File: config.mk
export PLATFORM = sky130hd
export DESIGN_NAME = jt10_acc_sched
export DESIGN_NICKNAME = d
export VERILOG_FILES = /design/src/rtl/jt10_acc_sched.sv
export SDC_FILE = /design/constraint.sdc
export NUM_CORES = 1
export LEC_CHECK = 0
export BUFFER_PORTS_ARGS = -buffer_cell sky130_fd_sc_hd__buf_2
export CAP_MARGIN = 20
export CORE_ASPECT_RATIO = 0.5
export CORE_MARGIN = 2
export CORE_UTILIZATION = 30
export DETAILED_ROUTE_END_ITERATION = 7
export HOLD_SLACK_MARGIN = 0.06
export SETUP_SLACK_MARGIN = 0.15
export SYNTH_ARGS = -nofsm -noshare
export SYNTH_HDL_FRONTEND = slang
export SYNTH_SLANG_ARGS = --single-unit
export TNS_END_PERCENT = 20
File: constraint.sdc
create_clock -name clk -period 4 [get_ports clk]
set_input_delay 0.2 -clock clk [delete_from_list [all_inputs] [get_ports clk]]
set_output_delay 0.2 -clock clk [all_outputs]
set_load 0.02 [all_outputs]
File: src/rtl/jt10_acc_sched.sv
// rtl/jt10_acc_sched.sv - YM2610 accumulator slot scheduler and FM/ADPCM input arbiter
//
// Generates the 24-slot operator sequence and selects, per slot, the operand fed to the
// left/right accumulators: FM operator data, or double-buffered ADPCM-A/ADPCM-B samples
// injected at fixed slots.
//
// Ports:
//   clk, rst_n              clock, asynchronous active-low reset
//   clk_en                  slot advance enable (gates everything except ADPCM capture)
//   op_result, rl, fm_sum_en FM operand, pan and sum enable for the current slot
//   adpcmA_*, adpcmB_*      ADPCM sample pairs with one-clk valid strobes
//   mix_en                  enable ADPCM injection at its slots
//   ovf_clr                 clears the sticky overflow flags
//   cur_ch, cur_op, zero    decoded slot sequence, zero marks the last slot of a frame
//   acc_input_*, acc_en_*   registered accumulator operands and sum enables
//   ovfA/B, staleA/B        overwrite-before-commit and muted-for-staleness status

module jt10_acc_sched #(
  parameter int STALE_FRAMES = 8,
  parameter int SLOTS        = 24
) (
  input  logic        clk,
  input  logic        rst_n,
  input  logic        clk_en,
  input  logic [13:0] op_result,
  input  logic [1:0]  rl,
  input  logic        fm_sum_en,
  input  logic [15:0] adpcmA_l,
  input  logic [15:0] adpcmA_r,
  input  logic        adpcmA_valid,
  input  logic [15:0] adpcmB_l,
  input  logic [15:0] adpcmB_r,
  input  logic        adpcmB_valid,
  input  logic        mix_en,
  input  logic        ovf_clr,
  output logic [2:0]  cur_ch,
  output logic [1:0]  cur_op,
  output logic        zero,
  output logic [15:0] acc_input_l,
  output logic [15:0] acc_input_r,
  output logic        acc_en_l,
  output logic        acc_en_r,
  output logic        ovfA,
  output logic        ovfB,
  output logic        staleA,
  output logic        staleB
);

  localparam logic [4:0] LAST_SLOT = 5'(SLOTS - 1);
  localparam logic [3:0] STALE_CNT = 4'(STALE_FRAMES);

  logic [4:0] slot;
  logic [2:0] chidx;
  logic       commit;

  // Index 0 is ADPCM-A, index 1 is ADPCM-B.
  logic [1:0]       vld;
  logic [1:0][15:0] smp_l, smp_r;
  logic [1:0][15:0] pend_l, pend_r;
  logic [1:0][15:0] act_l, act_r;
  logic [1:0]       pend;
  logic [1:0]       ovf;
  logic [1:0][3:0]  cnt;
  logic [1:0]       stale;

  assign vld   = {adpcmB_valid, adpcmA_valid};
  assign smp_l = {adpcmB_l, adpcmA_l};
  assign smp_r = {adpcmB_r, adpcmA_r};

  // Slot decode: operator = slot/6, channel index = slot mod 6, with channel 3 skipped.
  always_comb begin
    cur_op = 2'd0;
    chidx  = 3'(slot);
    if (slot >= 5'd18) begin
      cur_op = 2'd3;
      chidx  = 3'(slot - 5'd18);
    end else if (slot >= 5'd12) begin
      cur_op = 2'd2;
      chidx  = 3'(slot - 5'd12);
    end else if (slot >= 5'd6) begin
      cur_op = 2'd1;
      chidx  = 3'(slot - 5'd6);
    end
  end

  assign cur_ch = (chidx >= 3'd3) ? chidx + 3'd1 : chidx;
  assign zero   = (slot == LAST_SLOT);
  assign commit = clk_en & zero;

  assign stale[0] = (cnt[0] == STALE_CNT);
  assign stale[1] = (cnt[1] == STALE_CNT);

  assign ovfA   = ovf[0];
  assign ovfB   = ovf[1];
  assign staleA = stale[0];
  assign staleB = stale[1];

  // ADPCM-A gain of 6, clipped to the 16-bit accumulator operand range.
  function automatic logic [15:0] sat_x6(input logic [15:0] s);
    logic signed [18:0] e;
    logic signed [18:0] p;
    e = {{3{s[15]}}, s};
    p = (e <<< 2) + (e <<< 1);
    if (p > 19'sd32767)
      return 16'h7FFF;
    else if (p < -19'sd32768)
      return 16'h8000;
    else
      return p[15:0];
  endfunction

  always_ff @(posedge clk or negedge rst_n) begin
    if (!rst_n) begin
      slot <= 5'd0;
    end else if (clk_en) begin
      slot <= (slot == LAST_SLOT) ? 5'd0 : slot + 5'd1;
    end
  end

  // Sample buffers. Capture runs every clock because ADPCM strobes are not aligned to
  // clk_en; commit into the active buffers happens only at the frame boundary.
  always_ff @(posedge clk or negedge rst_n) begin
    if (!rst_n) begin
      pend_l <= '0;
      pend_r <= '0;
      act_l  <= '0;
      act_r  <= '0;
      pend   <= '0;
      ovf    <= '0;
      cnt    <= {STALE_CNT, STALE_CNT};
    end else begin
      for (int i = 0; i < 2; i++) begin
        if (vld[i]) begin
          pend_l[i] <= smp_l[i];
          pend_r[i] <= smp_r[i];
        end
        if (commit && pend[i]) begin
          act_l[i] <= pend_l[i];
          act_r[i] <= pend_r[i];
          cnt[i]   <= 4'd0;
          // A strobe landing on the commit cycle refills the just-emptied buffer.
          pend[i]  <= vld[i];
        end else begin
          if (commit && (cnt[i] != STALE_CNT))
            cnt[i] <= cnt[i] + 4'd1;
          if (vld[i])
            pend[i] <= 1'b1;
        end
        // A new overwrite has priority over a clear in the same cycle.
        if (vld[i] && pend[i] && !commit)
          ovf[i] <= 1'b1;
        else if (ovf_clr)
          ovf[i] <= 1'b0;
      end
    end
  end

  // Operand select, one clk_en behind the slot it belongs to.
  always_ff @(posedge clk or negedge rst_n) begin
    if (!rst_n) begin
      acc_input_l <= 16'd0;
      acc_input_r <= 16'd0;
      acc_en_l    <= 1'b0;
      acc_en_r    <= 1'b0;
    end else if (clk_en) begin
      if (mix_en && (slot == 5'd0)) begin
        acc_input_l <= stale[0] ? 16'd0 : sat_x6(act_l[0]);
        acc_input_r <= stale[0] ? 16'd0 : sat_x6(act_r[0]);
        acc_en_l    <= ~stale[0];
        acc_en_r    <= ~stale[0];
      end else if (mix_en && (slot == 5'd3)) begin
        acc_input_l <= {act_l[1][15], act_l[1][15:1]};
        acc_input_r <= {act_r[1][15], act_r[1][15:1]};
        acc_en_l    <= ~stale[1];
        acc_en_r    <= ~stale[1];
      end else begin
        acc_input_l <= {{3{op_result[13]}}, op_result[13:1]};
        acc_input_r <= {{3{op_result[13]}}, op_result[13:1]};
        acc_en_l    <= fm_sum_en & rl[1];
        acc_en_r    <= fm_sum_en & rl[0];
      end
    end
  end

endmodule

==> out/results.txt, run 1 <==
syn_area_per_cell: 11.0 um^2
CP arrival: 3.25 ns
FF+latch count, synth: 175
I/O Buffers: 128
final worst path period share: 86.1%
Worst Hold Path EP: acc_en_r
I/O pin count: 132
Post-synth EDFFs: 0
fraction of layout cells with a size suffix above 1: 31.3%
Lkg Pwr: 5.19 nW
Final setup viols: 0
r2r setup slk: 0.84 ns
grt ovf: 0
vias per inst: 4.86
WHS: 0.218 ns
pin count of the biggest net entering global routing: 99
RSZ-0062 raised after global routing: false
vias in the first global route: 6816
Core ar.: 30100 um^2
commonest non-fill, non-tap cells in the layout: dfrtp_1 (173), buf_2 (127), mux2_2 (126)
reg2reg path depth: 11
R2R Path End: acc_input_l[4]
TritonRoute pass-1 iters: 4
Antenna Nets Post-Route: 0
syn nets: 958
wirelength, routed: 22200 um
Clock Tree Root: clkbuf_16
Slew headroom: 38.9%
Register Area: 4380 um^2
Fin. Hold Viols: 0
worst-skew pair later-pin latency: 0.42 ns
Setup CP Type: flop to output pin
Rows: 45
clock skew: 0.00951 ns
CTS buffer count: 17
Ys Warns: 0
DIE HEIGHT: 127 um
crit path launch type: flop
clock buffer depth: 2
Clock Pin Slew Worst Setup and Hold Paths: 0.07 ns
DR WL/cell: 15.7 um
Setup TNS: 0 ns
H-tree Lvls: 4
initial core utilization: 30.3%
number of setup buffers added after CTS: 0
area of the multi-input gates: 4420 um^2
initial drt markers: 354
crit path max fanout: 10
initial antenna violation count: 0
antenna cells: 0
maxcap violations: 0
Peak Freq: 290 MHz
CTS sink count: 175
DP HPWL: 16000 um
Req. time, crit path: 3.80 ns
maximum vdd drop: 0.336 mV
Synth Flop Type: dfrtp_1
Cell variety after synth: 72
die area: 31800 um^2
CP endpoint kind: output pin
total track usage: 14.1%
Synth Instances: 826
chip width: 250 um
Area growth, synth to finish: 24.7%
DR DRC count: 0
pwr/cell area: 580 nW/um^2
asr flop ratio synth: 100%
fin crit period: 3.45 ns
register area share after synthesis: 48.2%
first-pass GRT wire length: 35500 um
outcome: finished, final reports clean
gpl congestion: 0.836
Slew @ Worst Pin: 0.917 ns
Final Power: 6.58 mW
hold_sp: rl[0]
hold path depth: 4
origin of the critical flop-to-flop path: act_l[1]
CTS tree: built
mapped cell area: 9100 um^2
Tightest Hold Check Type: primary input to flop
routed vias: 6870
final max-slew violation count: 0
Filler cells: 2928
fin nets: 1135
CTS resizes: 0
most common cell after layout, fill and taps aside: dfrtp_1
==> per-layer routing <==
layer / part of all wire (%) / up-vias / track usage [%]
li1: - / 3347 / -
met1: 44 / 3408 / 16.9
met4: 1.6 / 0 / 3.31
met3: 2.1 / 22 / 2.61
met2: 53 / 93 / 26.3
met5: 0 / - / 0
==> per-stage QoR <==
step	area [um^2]	util (%)	setup WS, ns	instances
finish	11300	37.7	0.554	1415
global route	11300	37.7	0.261	1415
CTS	11300	37.7	0.524	1415
detailed placement	10100	33.7	0.867	1319
global placement	10100	33.7	0.912	1319
floorplan	9100	-	1.24	826
==> where the power goes <==
group          internal, mW  switching (mW)  leakage (nW)
Combinational          1.06            1.36          2.75
Clock                 0.936           0.709         0.271
Sequential             2.18           0.325          2.16
==> cell type report <==
cell class,count,area share [%]
clock buffer,19,3.90
clock inverter,13,1.22
inverter,26,0.860
multi-input combinational,582,39.0
sequential,175,38.6
tap,399,4.40
timing repair buffer,201,12.1
==> worst max-delay path by stage <==
stage                     slack [ns]        endpoint  cells past startpoint     start
after CTS                       0.52       cur_ch[1]                     13   slot[2]
after floorplan                 1.24  acc_input_l[3]                     12  act_l[1]
final                           0.55       cur_ch[1]                     13   slot[2]
after detailed placement        0.87  acc_input_l[4]                     11  act_l[1]
after global routing            0.26       cur_ch[1]                     13   slot[0]
after global placement          0.91  acc_input_l[2]                     11  act_l[1]
==> critical path, cell delays in order, from the launching register on <==
cell and delay, ns:
dfrtp_1 0.49, inv_1 0.17, ha_1 0.18, nand2b_1 0.07
o21ai_0 0.38, o21a_1 0.22, xnor2_1 0.17, inv_1 0.07
ha_1 0.18, ha_1 0.17, nor2b_1 0.21, a21oi_1 0.10
a21oi_1 0.19, buf_2 0.21
==> synth_stat cells (3+ instances only) <==
cell      instances  area, um^2
buf_2             7        35.0
nor2_1           53         199
mux2_2          126        1420
a31oi_1          21         131
nor4_1            3        18.8
buf_1             4        15.0
nor2b_1           5        31.3
o21a_1           11        82.6
xor2_1            6        52.6
and3_1            5        31.3
dfrtp_1         173        4330
clkbuf_1         26        97.6
xnor2_1          10        87.6
a21oi_1          76         380
o211ai_1          5        37.5
nand3_1          20         100
nor3b_1           3        22.5
nor3_1            8        40.0
ha_1             42         526
or3_1             4        25.0
o32a_1           12         120
inv_1            26        97.6
and2_1            3        18.8
a211oi_1          3        22.5
or2_2             3        18.8
o21ai_0          27         135
a21o_1           16         120
nand2b_1          8        50.1
nand2_1          64         240
==> state kept, by name (all words and copies together) (netlist names) <==
name and cells:
act_l 31, act_r 31, pend_l 31, pend_r 31, acc_input_l 16, acc_input_r 16, cnt 8, slot 5
ovf 2, pend 2, acc_en_l 1, acc_en_r 1
==> timing repair <==
action,in CTS,in global routing
hold endpoints to repair,139,0
setup endpoints to repair,0,0
hold buffers,64,0
==> kinds of logic after synthesis <==
| kind of cell | Yosys count | share of synthesized area [%] |
|---|---|---|
| xor gates and xnor gates | 16 | 1.54 |
| buffers and inverters | 69 | 3.27 |
| AOI/OAI and AO/OA | 205 | 15.4 |
| and+or+nand+nor | 191 | 9.86 |
| muxes | 126 | 15.6 |
| DFF | 175 | 48.2 |
| adders and majority gates | 44 | 6.21 |
Power figures use the tool's default switching activity.
==> run 2, diff against run 1 <==
--- a/config.mk
+++ b/config.mk
@@ -9,9 +9,10 @@
 export CAP_MARGIN = 20
 export CORE_ASPECT_RATIO = 0.5
 export CORE_MARGIN = 2
-export CORE_UTILIZATION = 30
+export CORE_UTILIZATION = 58
 export DETAILED_ROUTE_END_ITERATION = 7
 export HOLD_SLACK_MARGIN = 0.06
+export PLACE_DENSITY = 0.86
 export SETUP_SLACK_MARGIN = 0.15
 export SYNTH_ARGS = -nofsm -noshare
 export SYNTH_HDL_FRONTEND = slang
==> out/results.txt, run 2 (same netlist as run 1, synthesis figures left out) <==
H-tree Lvls: 4 (unchanged)
R2R Path End: acc_input_l[4]
r2r setup slk: 0.73 ns (-0.11 ns)
CP arrival: 3.28 ns (+0.03 ns)
die area: 16800 um^2 (-47%)
Core ar.: 15400 um^2 (-49%)
gpl congestion: 0.922 (+10%)
initial antenna violation count: 0 (unchanged)
Final setup viols: 0 (unchanged)
CTS tree: built
Antenna Nets Post-Route: 0 (unchanged)
vias per inst: 5.90 (+22%)
DR WL/cell: 18.4 um (+17%)
clock buffer depth: 2 (unchanged)
routed vias: 7193 (+4.7%)
crit path max fanout: 7 (-3)
most common cell after layout, fill and taps aside: dfrtp_1
total track usage: 27.5% (+13 points)
CTS buffer count: 17 (unchanged)
Req. time, crit path: 3.80 ns (about the same)
Fin. Hold Viols: 0 (unchanged)
DR DRC count: 0 (unchanged)
CTS sink count: 175 (unchanged)
grt ovf: 0 (unchanged)
pwr/cell area: 607 nW/um^2 (+4.7%)
fin crit period: 3.48 ns (+0.0380 ns)
maximum vdd drop: 0.379 mV (+13%)
crit path capture: cur_ch[1]
Clock Tree Root: clkbuf_16
CTS resizes: 0 (unchanged)
fraction of layout cells with a size suffix above 1: 31.3% (about the same)
Post-Place Cells: 1123 (-15%)
DIE HEIGHT: 92.6 um (-27%)
I/O pin count: 132 (unchanged)
commonest non-fill, non-tap cells in the layout: dfrtp_1 (173), buf_2 (127), mux2_2 (126)
RSZ-0062 raised after global routing: false
Tightest Hold Check Type: primary input to flop
Rows: 32 (-29%)
initial drt markers: 580 (+64%)
final worst path period share: 87.1% (+0.95 points)
pin count of the biggest net entering global routing: 92 (-7.1%)
fin nets: 1134 (-0.088%)
final max-slew violation count: 0 (unchanged)
clock skew: 0.0103 ns (+0.000805 ns)
Area growth, synth to finish: 22.3%
Lkg Pwr: 5.21 nW (+0.34%)
first-pass GRT wire length: 35500 um (about the same)
Critical path origin: slot[0]
maxcap violations: 0 (unchanged)
DP HPWL: 15300 um (-4.4%)
I/O Buffers: 128 (unchanged)
wirelength, routed: 22500 um (+1.1%)
crit path launch type: flop
reg2reg path depth: 11 (unchanged)
Setup TNS: 0 ns (unchanged)
outcome: finished, final reports clean
initial core utilization: 59.2% (+29 points)
Slew @ Worst Pin: 0.919 ns (+0.00127 ns)
Clock Pin Slew Worst Setup and Hold Paths: 0.07 ns (about the same)
hold_sp: op_result[1]
Setup CP Type: flop to output pin
post-layout util: 72.4% (+35 points)
Slew headroom: 38.8% (-0.085 points)
TritonRoute pass-1 iters: 7 (+3)
chip width: 181 um (-28%)
CP endpoint kind: output pin
Peak Freq: 287 MHz (-1.1%)
origin of the critical flop-to-flop path: act_l[0]
post-route insts no fill: 1219 (-14%)
worst-skew pair later-pin latency: 0.44 ns (+0.02 ns)
antenna cells: 0 (unchanged)
vias in the first global route: 6869 (+0.78%)
==> run 2: timing repair <==
action / CTS / global route
endpoints found under the hold margin: 146 / 0
hold buffers: 64 / 0
buffers inserted: 0 / 0
==> run 2: worst min-delay path by stage <==
stage,end,slack (ns),depth (start not counted)
4_1_cts,acc_input_r[0],0.18,4
6_report,acc_input_r[0],0.19,4
3_5_place_dp,pend_r[7],0.30,1
2_1_floorplan,acc_en_l,-0.1,0
3_3_place_gp,pend_r[7],0.29,1
5_1_grt,acc_input_r[0],0.19,4
==> run 2: metrics by stage <==
stage | instance area, um^2 | hold slack [ns] | total power [mW] | setup WS [ns]
floorplan | 9100 | -0.0956 | 4.21 | 1.24
global placement | 9870 | 0.290 | 4.77 | 0.937
detailed placement | 9870 | 0.300 | 4.90 | 0.805
CTS | 11100 | 0.179 | 6.72 | 0.537
global route | 11100 | 0.190 | 7.11 | 0.250
finish | 11100 | 0.191 | 6.75 | 0.516
==> run 2: final cells by class <==
class	instances	area, um^2
timing repair buffer	200	1360
multi-input combinational	582	4420
tap	204	255
inverter	26	97.6
sequential	175	4380
clock buffer	18	439
fill	1048	4250
clock inverter	14	173
==> run 2: where the power goes <==
| part | internal [mW] | leakage (nW) | switching (mW) |
|---|---|---|---|
| Clock | 0.964 | 0.296 | 0.776 |
| Sequential | 2.18 | 2.16 | 0.375 |
| Combinational | 1.06 | 2.75 | 1.39 |
| Total | 4.21 | 5.21 | 2.54 |
==> run 2: worst max-delay path: stages (launching register included) <==
cell	delay (ns)
dfrtp_1	0.47
inv_1	0.15
ha_1	0.21
nor2b_1	0.12
o21ai_0	0.39
o21a_1	0.23
xnor2_1	0.19
inv_1	0.08
ha_1	0.19
ha_1	0.19
nor2b_1	0.23
a21oi_1	0.11
a21oi_1	0.13
buf_2	0.18
==> run 2: metal layers <==
layer  global-route usage, %  part of all wire (%)
met5                       0                     0
met4                    10.5                   3.0
met3                    5.90                   5.5
met2                    42.8                    46
met1                    38.2                    45
==> run 3, diff against run 2 <==
--- a/config.mk
+++ b/config.mk
@@ -9,10 +9,10 @@
 export CAP_MARGIN = 20
 export CORE_ASPECT_RATIO = 0.5
 export CORE_MARGIN = 2
-export CORE_UTILIZATION = 58
+export CORE_UTILIZATION = 52
 export DETAILED_ROUTE_END_ITERATION = 7
 export HOLD_SLACK_MARGIN = 0.06
-export PLACE_DENSITY = 0.86
+export PLACE_DENSITY = 0.81
 export SETUP_SLACK_MARGIN = 0.15
 export SYNTH_ARGS = -nofsm -noshare
 export SYNTH_HDL_FRONTEND = slang
==> constraint.sdc (replaced) <==
create_clock -name clk -period 2.9 [get_ports clk]
set_input_delay 0.145 -clock clk [delete_from_list [all_inputs] [get_ports clk]]
set_output_delay 0.145 -clock clk [all_outputs]
set_load 0.02 [all_outputs]
==> out/results.txt, run 3 (same netlist as run 1, synthesis figures left out) <==
outcome: finished, final reports clean
commonest non-fill, non-tap cells in the layout: dfrtp_1 (171), mux2_2 (126), buf_2 (125)
Tightest Hold Check Type: primary input to flop
CTS buffer count: 17 (unchanged)
DR WL/cell: 18.6 um (+1.2%)
Rows: 34 (+6.3%)
fin nets: 1171 (+3.3%)
Setup TNS: 0 ns (unchanged)
Peak Freq: 350 MHz
DR DRC count: 0 (unchanged)
I/O Buffers: 128 (unchanged)
fin crit period: 2.86 ns
Lkg Pwr: 5.40 nW (+3.8%)
final max-slew violation count: 0 (unchanged)
CTS tree: built
chip width: 191 um (+5.5%)
Fin. Hold Viols: 0 (unchanged)
CP endpoint kind: flop
most common cell after layout, fill and taps aside: dfrtp_1
first-pass GRT wire length: 37800 um (+6.3%)
post-layout util: 67.7% (-4.6 points)
Slew headroom: 45.5% (+6.8 points)
grt ovf: 0 (unchanged)
initial core utilization: 52.7% (-6.5 points)
wirelength, routed: 24000 um (+6.7%)
routed vias: 7314 (+1.7%)
gpl congestion: 0.918 (-0.43%)
met2 usage in global routing: 41.5% (-1.3 points)
H-tree Lvls: 4 (unchanged)
I/O pin count: 132 (unchanged)
clock skew: 0.0134 ns (+0.00309 ns)
Clock Tree Root: clkbuf_16
Register Area: 4380 um^2 (about the same)
Final setup viols: 0 (unchanged)
Post-Place Cells: 1167 (+3.9%)
pwr/cell area: 849 nW/um^2 (+40%)
RSZ-0062 raised after global routing: true
DIE HEIGHT: 97.5 um (+5.4%)
initial antenna violation count: 0 (unchanged)
post-route insts no fill: 1286 (+5.5%)
fraction of layout cells with a size suffix above 1: 37.4% (+6.0 points)
GR met3 Demand/Resource: 4.77% (-1.1 points)
TritonRoute pass-1 iters: 7 (unchanged)
Setup CP Type: flop to flop
area of the multi-input gates: 4680 um^2 (+5.9%)
maxcap violations: 0 (unchanged)
final worst path period share: 98.6%
worst-skew pair later-pin latency: 0.44 ns (about the same)
crit path launch type: flop
antenna cells: 0 (unchanged)
vias per inst: 5.69 (-3.6%)
die area: 18600 um^2 (+11%)
Core ar.: 17300 um^2 (+12%)
total track usage: 26.1% (-1.4 points)
Req. time, crit path: 3.26 ns (-0.54 ns)
clock buffer depth: 2 (unchanged)
Area growth, synth to finish: 28.6%
Antenna Nets Post-Route: 0 (unchanged)
vias in the first global route: 7165 (+4.3%)
M1 GR Usage: 37.0% (-1.2 points)
CP arrival: 3.22 ns (-0.06 ns)
pin count of the biggest net entering global routing: 60 (-35%)
Top Usage Layer GRT: met2
maximum vdd drop: 0.528 mV (+39%)
initial drt markers: 485 (-16%)
Slew @ Worst Pin: 0.817 ns (-0.102 ns)
Clock Pin Slew Worst Setup and Hold Paths: 0.08 ns (about the same)
CTS sink count: 175 (unchanged)
Filler cells: 1279 (+22%)
DP HPWL: 15700 um (+2.5%)
crit path max fanout: 7 (unchanged)
==> run 3: cell types whose count changed in the layout (fill, tap and decap cells not counted), moves of 4 or more <==
| cell | before | now |
|---|---|---|
| o21ai_0 | 27 | 23 |
| inv_1 | 26 | 21 |
| inv_2 | 0 | 4 |
| ha_1 | 42 | 33 |
| nand3_1 | 20 | 16 |
| ha_2 | 0 | 4 |
| ha_4 | 0 | 5 |
| buf_4 | 7 | 41 |
| nand3_2 | 0 | 4 |
==> run 3: power by group <==
group,switching [mW],internal (mW),leakage (nW)
clock,1.08,1.21,0.275
sequential,0.506,3.01,2.16
combinational,2.21,1.90,2.97
==> run 3: layout make-up <==
| cell class | count | share of cell area, % |
|---|---|---|
| clock inverter | 15 | 1.32 |
| timing repair buffer | 236 | 14.2 |
| tap | 234 | 2.50 |
| clock buffer | 17 | 3.64 |
| multi-input combinational | 583 | 40.0 |
| sequential | 175 | 37.5 |
| inverter | 26 | 0.856 |
==> run 3: worst max-delay path: stages, from the launching register on <==
cell	delay (ns)
dfrtp_1	0.42
ha_2	0.24
inv_2	0.06
fa_2	0.36
nand2b_4	0.17
a21oi_4	0.17
o31ai_4	0.09
and4_4	0.20
o21ba_4	0.20
o41ai_4	0.39
buf_4	0.23
nand3_1	0.08
a31oi_1	0.18
==> run 3: per-layer routing <==
| layer | wire length, um | vias up |
|---|---|---|
| li1 | - | 3408 |
| met1 | 10800 | 3624 |
| met2 | 11400 | 237 |
| met3 | 1210 | 45 |
| met4 | 471 | 0 |
| met5 | 0 | - |
==> run 3: through the flow <==
step | hold slack, ns | area, um^2 | total power [mW] | worst slack [ns]
finish | 0.144 | 11700 | 9.93 | 0.0413
global route | 0.174 | 11700 | 10.4 | -0.0686
CTS | 0.138 | 11500 | 9.59 | 0.0922
detailed placement | 0.161 | 10000 | 6.80 | -0.0151
global placement | 0.152 | 10000 | 6.67 | 0.0888
floorplan | -0.151 | 9100 | 5.81 | 0.143
==> run 3: repair_timing <==
item | in CTS | in global routing
endpoints found under the setup margin | 31 | 33
gates resized for setup | 40 | 25
hold buffers | 64 | 0
hold endpoints to repair | 119 | 0
cloned | 2 | 0
pin swaps | 35 | 34
setup buffers | 16 | 5
==> run 3: final timing paths <==
path	from	endpoint	slack (ns)	cells after the start
max in group asynchronous	rst_n	act_l[25]	1.79	3
max	act_r[1]	acc_input_r[7]	0.04	12
min reg2reg	pend_l[3]	act_l[3]	0.50	1
min	op_result[1]	acc_input_r[0]	0.14	4
max reg2reg	act_r[1]	acc_input_r[7]	0.04	12
min in group asynchronous	rst_n	act_r[12]	0.25	2
